**src/rtl/inst_fetch_ctrl.sv**
```systemverilog
// rtl/inst_fetch_ctrl.sv - instruction fetch sequencer with one-entry valid/ready output stage
//
// Owns the program counter, addresses an asynchronous-read instruction memory,
// and registers each fetched word into a single output slot toward decode.
// Fetch halts on an all-zero instruction word or when the PC leaves the memory.
//
// Optional feature macro: FETCH_MISALIGN_TRAP_EN
//   defined   : a redirect to a non-word-aligned target halts fetch and raises o_misalign
//   undefined : redirect targets are word-aligned by clearing bits [1:0]; o_misalign is 0
//
// Ports:
//   i_clk          rising-edge clock
//   i_rst_n        asynchronous active-low reset
//   o_mem_addr     byte address to instruction memory (word aligned)
//   i_mem_inst     instruction word read from o_mem_addr, same cycle
//   o_valid        output slot holds an instruction
//   i_ready        decode accepts; transfer on o_valid && i_ready
//   o_inst         registered instruction
//   o_pc           byte address of o_inst
//   i_redirect     load i_redirect_pc as the new PC this cycle
//   i_redirect_pc  redirect target
//   o_halted       fetch is stopped
//   o_misalign     last redirect target was misaligned (trap build only)

`ifndef INST_WIDTH
`define INST_WIDTH 32
`endif

module inst_fetch_ctrl #(
    parameter int          MEM_SIZE = 1024,
    parameter logic [31:0] RESET_PC = 32'h0000_0000,
    localparam int         ADDR_W   = $clog2(MEM_SIZE)
) (
    input  logic                   i_clk,
    input  logic                   i_rst_n,
    output logic [ADDR_W-1:0]      o_mem_addr,
    input  logic [`INST_WIDTH-1:0] i_mem_inst,
    output logic                   o_valid,
    input  logic                   i_ready,
    output logic [`INST_WIDTH-1:0] o_inst,
    output logic [31:0]            o_pc,
    input  logic                   i_redirect,
    input  logic [31:0]            i_redirect_pc,
    output logic                   o_halted,
    output logic                   o_misalign
);

    typedef enum logic [1:0] {
        ST_BOOT = 2'd0,
        ST_RUN  = 2'd1,
        ST_HALT = 2'd2
    } state_t;

    state_t                 state, state_d;
    logic [31:0]            pc, pc_d;
    logic                   valid_d;
    logic [`INST_WIDTH-1:0] inst_d;
    logic [31:0]            opc_d;
    logic                   misalign_q, misalign_d;

    logic consumed;
    logic slot_free;
    logic out_of_range;

    // Memory is word addressed in practice; the low byte-offset bits never reach it.
    assign o_mem_addr   = {pc[ADDR_W-1:2], 2'b00};
    assign o_halted     = (state == ST_HALT);
    assign o_misalign   = misalign_q;

    assign consumed     = o_valid && i_ready;
    assign slot_free    = (state == ST_RUN) && (!o_valid || i_ready);
    assign out_of_range = (pc[31:ADDR_W] != '0);

    always_comb begin
        state_d    = state;
        pc_d       = pc;
        valid_d    = o_valid;
        inst_d     = o_inst;
        opc_d      = o_pc;
        misalign_d = misalign_q;

        if (i_redirect) begin
            // Flush unconditionally: a same-cycle handshake still counts as
            // delivered to decode, but the slot is emptied either way.
            valid_d = 1'b0;
`ifdef FETCH_MISALIGN_TRAP_EN
            pc_d = i_redirect_pc;
            if (i_redirect_pc[1:0] != 2'b00) begin
                state_d    = ST_HALT;
                misalign_d = 1'b1;
            end else begin
                state_d    = ST_RUN;
                misalign_d = 1'b0;
            end
`else
            pc_d       = i_redirect_pc & 32'hFFFF_FFFC;
            state_d    = ST_RUN;
            misalign_d = 1'b0;
`endif
        end else begin
            case (state)
                ST_BOOT: begin
                    state_d = ST_RUN;
                end
                ST_RUN: begin
                    if (out_of_range) begin
                        // No capture; a held entry stays until decode takes it.
                        state_d = ST_HALT;
                        if (consumed) valid_d = 1'b0;
                    end else if (slot_free) begin
                        if (i_mem_inst == '0) begin
                            // Slot is free, so the current entry (if any) is gone.
                            state_d = ST_HALT;
                            valid_d = 1'b0;
                        end else begin
                            inst_d  = i_mem_inst;
                            opc_d   = {pc[31:2], 2'b00};
                            valid_d = 1'b1;
                            pc_d    = pc + 32'd4;
                        end
                    end
                end
                ST_HALT: begin
                    if (consumed) valid_d = 1'b0;
                end
                default: begin
                    state_d = ST_HALT;
                    valid_d = 1'b0;
                end
            endcase
        end
    end

    always_ff @(posedge i_clk or negedge i_rst_n) begin
        if (!i_rst_n) begin
            state      <= ST_BOOT;
            pc         <= RESET_PC;
            o_valid    <= 1'b0;
            o_inst     <= '0;
            o_pc       <= '0;
            misalign_q <= 1'b0;
        end else begin
            state   <= state_d;
            pc      <= pc_d;
            o_valid <= valid_d;
            o_inst  <= inst_d;
            o_pc    <= opc_d;
`ifdef FETCH_MISALIGN_TRAP_EN
            misalign_q <= misalign_d;
`else
            misalign_q <= 1'b0;
`endif
        end
    end

endmodule

```
**config.mk**
```make
export PLATFORM = sky130hd
export DESIGN_NAME = inst_fetch_ctrl
export DESIGN_NICKNAME = d
export VERILOG_FILES = /design/src/rtl/inst_fetch_ctrl.sv
export SDC_FILE = /design/constraint.sdc
export NUM_CORES = 1
export LEC_CHECK = 0
export ABC_CLOCK_PERIOD_IN_PS = 2090
export BUFFER_PORTS_ARGS = -buffer_cell sky130_fd_sc_hd__buf_2
export CORE_MARGIN = 2
export CORE_UTILIZATION = 45
export CTS_CLUSTER_SIZE = 14
export DETAILED_ROUTE_END_ITERATION = 8
export GPL_ROUTABILITY_DRIVEN = 0
export GPL_TIMING_DRIVEN = 0
export MAX_ROUTING_LAYER = met4
export PLACE_DENSITY = 0.76
export SYNTH_ARGS = -nofsm -noshare
export SYNTH_HDL_FRONTEND = slang
export SYNTH_SLANG_ARGS = --single-unit
```
**constraint.sdc**
```tcl
create_clock -name i_clk -period 2.09 [get_ports i_clk]
set_input_delay 0.418 -clock i_clk [delete_from_list [all_inputs] [get_ports i_clk]]
set_output_delay 0.418 -clock i_clk [all_outputs]
set_load 0.02 [all_outputs]
```
# [Word level (Yosys, flattened, before mapping)]
# Cells that the tools add are included.
[totals] regBits=97 in_bits=68 out_inout_bits=77 elab_cells=46
[op_classes] addsub=1 eq_ne=8 mux=16 bitwise=3 reduce_logical=13
[op_table] operator="$mux W32" n=5
[op_table] operator="$add A32 B3 Y32 const B" n=1
[op_table] operator="$logic_not A32 Y1" n=1
[op_table] operator="$reduce_bool A22 Y1" n=1
[op_table] operator="$mux W2" n=4
[op_table] operator="$ne A2 B2 Y1 const B" n=4
[op_table] operator="$pmux W2 S3" n=1
[op_table] operator="$mux W1" n=5
[op_table] operator="$reduce_and A5 Y1" n=1
[op_table] operator="$ne A4 B3 Y1 const B" n=1
[op_table] operator="$ne A4 B4 Y1 const B" n=1
[op_table] operator="$reduce_and A4 Y1" n=1
[op_table] operator="$reduce_bool A2 Y1" n=2
[op_table] operator="$not A1 Y1" n=3
[op_table] operator="$pmux W1 S3" n=1
[op_table] operator="$reduce_and A3 Y1" n=1
[op_table] operator="$eq A2 B1 Y1 const B" n=1
[op_table] operator="$eq A2 B2 Y1 const B" n=1
[op_table] operator="$logic_and A1 B1 Y1" n=2
[op_table] operator="$logic_not A2 Y1" n=1
[op_table] operator="$reduce_and A2 Y1" n=1
[op_table] operator="$logic_not A1 Y1" n=1
[op_table] operator="$logic_or A1 B1 Y1" n=1

# [Depth between registers and ports, before layout]
[logic_depth] ltp_word=7 depth_mapped=7 depth_no_buf=6

# [Worst setup path after synthesis]
# OpenSTA, ideal clock, no wires.
[synth_path] path_kind="register -> register" start="reg pc[11]" end="reg o_inst[0]" setup_time_ns=0.125 t_arrival_ns=2.017 t_required_ns=1.965 path_slack_ns=-0.052 stages_incl_launch_ff=7 n_path_buf=1 period_less_slack_ns=2.142 cell_sequence="dfrtp_1 > or4_1 > nor2_4 > o2111ai_4 > nor2_8 > buf_12 > mux2_4"
[synth_between] elab_chain_cells=3
[synth_lines] item="start, declared" line="55" source="logic [31:0] pc, pc_d;"
[synth_lines] item="start signal, assigned" line="144" source="pc <= pc_d;"
[synth_lines] item="$reduce_bool A22 Y1" line="72" source="assign out_of_range = (pc[31:ADDR_W] != '0);"
[synth_lines] item="$not A1 Y1 (no source line)"
[synth_lines] item="$reduce_and A5 Y1 (no source line)"
[synth_lines] item="end signal, assigned" line="146" source="o_inst <= inst_d;"
[synth_lines] item="end, declared" line="40" source="output logic [`INST_WIDTH-1:0] o_inst,"
# No other way between the ends.
# A chain may end at the register's enable or synchronous reset.

# [Worst setup path in the final report]
# Same ends and word-level chain as after synthesis.

==> metrics.md <==
| Metric | Value |
|---|---|
| Outcome | complete, but fails checks |
| Violated checks | setup timing |
| Crit path capture type | register |
| Vias | 2911 |
| Die area | approximately 10000 sq um |
| Die Wd | just over 100 microns |
| Iteration-0 DRC Markers | 113 |
| Cells after synthesis | roughly 300 |
| Synth area leader | dfrtp_1 |
| Type of the worst setup path | reg2reg |
| Pin count of the biggest net entering global routing | 59 |
| Sequential-to-total area share from yosys stat | 0.5653 |
| Period Utilization, post-route | 1.023 |
| Routed len/inst | 15.71 microns |
| # clock sinks | 95 |
| Area share of the largest cell type after synthesis | 0.5653 |
| Vias in the first global route | 3001 |
| Leakage | about 2.9 nW |
| Clk pwr share | 0.358 |
| Starting density of the core | 0.4595 |
| Reg power frac | 0.534 |
| Max-slew headroom | 0.6077 |
| R2R depth | 7 |
| R2R Setup Slk | -50 ps |
| Area after DPL | 5077 sq um |
| Fraction of layout cells with a size suffix above 1 | 0.5462 |
| Via/cell ratio | 5.054 |
| DRC | 0 |
| Die height | 100.7 microns |
| Power, Total | 3.680 mW |
| Clk_skew | 8.163 ps |
| Final Critical Period | 2139 ps |
| Critical path launch point | pc[11] |
| Synth Cell Area | 4205 sq um |
| Yosys cell types | 41 |
| Ys Warns | 0 |
| Initial antenna violation count | 0 |
| HPWL Detailed | 6.581 mm |
| Worst-Margin Slew | 588.4 ps |
| Skew-Pair Late Insertion Delay | ~350 ps |
| Peak Freq | 0.4676 GHz |
| Reg clk slew, reported paths | 90 ps |
| Synth Register Bits | between 90 and 100 |
| Overall routed net length | 9.048 mm |
| Synth area leaders | dfrtp_1, mux2_4, mux2_2 |
| All-layer global routing usage | 0.1864 |
| CP Data Required Time | 2330 ps |
| Worst setup SP type | register |
| CTS HTree Levels | 3 |
| Port bufs | 136 |
| Syn_area_per_cell | 14.06 sq um |
| Max Cap Viol | 0 |
| Antenna cell count | 0 |
| Net switching power figure | 0.9020 mW |
| CTS Buffer Depth | 2 |
| CP max FO | 10 |
| Row cnt | 35 |
| Hold Crit Class | in2async |
| First-pass GRT wire length | 14.30 mm |
| Reg-to-reg critical path startpoint | pc[11] |
| Final Instance Area | 5444 sq um |
| Fillers | ~770 |
| Int Pwr | around 2.8 mW |
| RSZ-0062 raised after global routing | yes |
| Final Max Slew Viols | 0 |
| Combinational fraction of design power | 0.109 |
| Area Overhead vs Synth | 29.46% |
| Hold-fix buffers at CTS | 0 |
| CTS tree | built |
| Top Ports | between 100 and 150 |
| Final setup fails | 32 |
| Worst hold margin | ~22 ps |
| Root buf cell | clkbuf_8 |
| Final ANT Viol Nets | 0 |
| Grt ovf | 0 |
| Net Sw Frac | 0.2451 |
| CTS buffer count | 9 |
| Final core utilization | 0.5948 |
| Final layout net count | 532 |
| VDD IR-drop max | about 0.42 mV |
| DRT Pass-1 Iters | 4 |
| Core Region | 9153 sq um |
| Critical Path AT | 2380 ps |
| PnR worst setup slack | -48.64 ps |
| PwrDens | between 600 and 700 nW/um^2 |
| Fin. Hold Viols | 0 |
[registers in the layout, summed over array words and instances (netlist names)]
signal	count
o_inst	32
o_pc	30
o_valid	1
state	2
pc	30
[power groups by stage]
stage          combinational (mW)  sequential, mW  clock [mW]
2_1_floorplan               0.236            1.98           0
3_3_place_gp                0.377            1.99           0
3_5_place_dp                0.399            2.00           0
4_1_cts                     0.402            1.96        1.36
5_1_grt                     0.445            1.97        1.42
6_report                    0.400            1.96        1.32
[metal layers]
layer,GRT usage,vias up,part of all wire
met5,-,-,0
met4,0.07165,0,0.014
met3,0.03675,11,0.052
met2,0.3005,89,0.50
met1,0.2326,1462,0.43
li1,-,1349,-
[kinds of logic (layout without fill, tap and decap cells)]
| logic type | count (synthesis) | after routing | synth area share |
|---|---|---|---|
| compound gates | 15 | 15 | 0.03184 |
| fa+ha+maj | 4 | 4 | 0.01190 |
| buf+inv | 28 | 190 | 0.05266 |
| flops | 95 | 95 | 0.5653 |
| mux | 66 | 66 | 0.2095 |
| other cells | 1 | 5 | 0.0008917 |
| simple gates | 90 | 90 | 0.1279 |
[path summary, 6_finish.rpt]
check                             endpoint
worst max register to register   o_inst[0]
min in group i_clk                   pc[8]
max in group asynchronous       o_inst[18]
worst min register to register    o_pc[19]
worst min-delay path              o_pc[19]
worst max-delay path             o_inst[0]
[synth_stat cells]
library cell,number
nand3_1,6
buf_4,13
and3_1,1
o2111ai_1,1
nand4_1,3
o311ai_0,1
clkbuf_1,6
or3b_2,1
nand3b_1,4
nor4_1,12
o211ai_1,2
nor2_1,7
or4_1,4
nor3b_1,1
mux2_4,38
a21boi_0,1
o21ai_0,1
ha_1,4
a22oi_1,3
and4_1,1
nand2b_1,2
nor2_4,1
nand2_1,12
nor2_8,1
mux2_2,24
o21bai_1,1
and2_1,1
o31a_1,1
o22a_1,1
buf_2,2
conb_1,1
inv_1,3
a221o_1,1
mux2i_1,4
or2_2,2
o2111ai_4,1
nor3_1,4
dfrtp_1,95
nor2b_1,27
buf_12,4
a21oi_1,1
[final cells by class]
type                       instances  area, sq um  area share
clock buffer                      11        131.4     0.02413
timing repair buffer             147        827.0      0.1519
buffer                            24        207.7     0.03815
sequential                        95         2377      0.4367
inverter                           3        11.26    0.002068
tap                              111        138.9     0.02551
multi-input combinational        180         1669      0.3066
clock inverter                     5        81.33     0.01494
[cells in the final DEF (no fill, tap or decap), types with 2 or more instances in the layout]
master     synthesis  final
buf_2              2    135
dfrtp_1           95     95
mux2_4            38     39
nor2b_1           27     27
mux2_2            24     23
buf_4             13     22
nand2_1           12     12
nor4_1            12     10
clkbuf_8           0      9
clkbuf_1           6      8
nor2_1             7      7
nand3_1            6      6
buf_12             4      5
conb_1             1      5
nor3_1             4      4
mux2i_1            4      4
nand3b_1           4      4
ha_1               4      4
inv_1              3      3
nand4_1            3      3
a22oi_1            3      3
or4_4              0      2
nand2b_1           2      2
nor4_2             0      2
o2111ai_4          1      2
or2_2              2      2
or4_1              4      2
o211ai_1           2      2
bufinv_16          0      2
[what timing repair did]
action	CTS	global route
gates cloned	1	0
endpoints found under the setup margin	60	62
setup buffers	5	4
gates resized for setup	1	9
pin swaps	3	5
[through the flow]
stage                     setup TNS (ps)  std cells  setup slack (ps)
final                              -1020        576            -48.64
after global routing               -4189        576            -130.4
after CTS                          -2759        573            -91.87
after detailed placement          -30990        551            -548.3
after global placement            -55970        550            -559.5
after floorplan                    -1344        303            -36.69
[critical path, stage by stage, from the launching register on]
cell	delay (ps)
dfrtp_1	380
or4_4	550
nor2_4	160
o2111ai_4	160
nor2_8	180
buf_12	150
buf_12	140
mux2_4	310
Power figures use the tool's default switching activity.
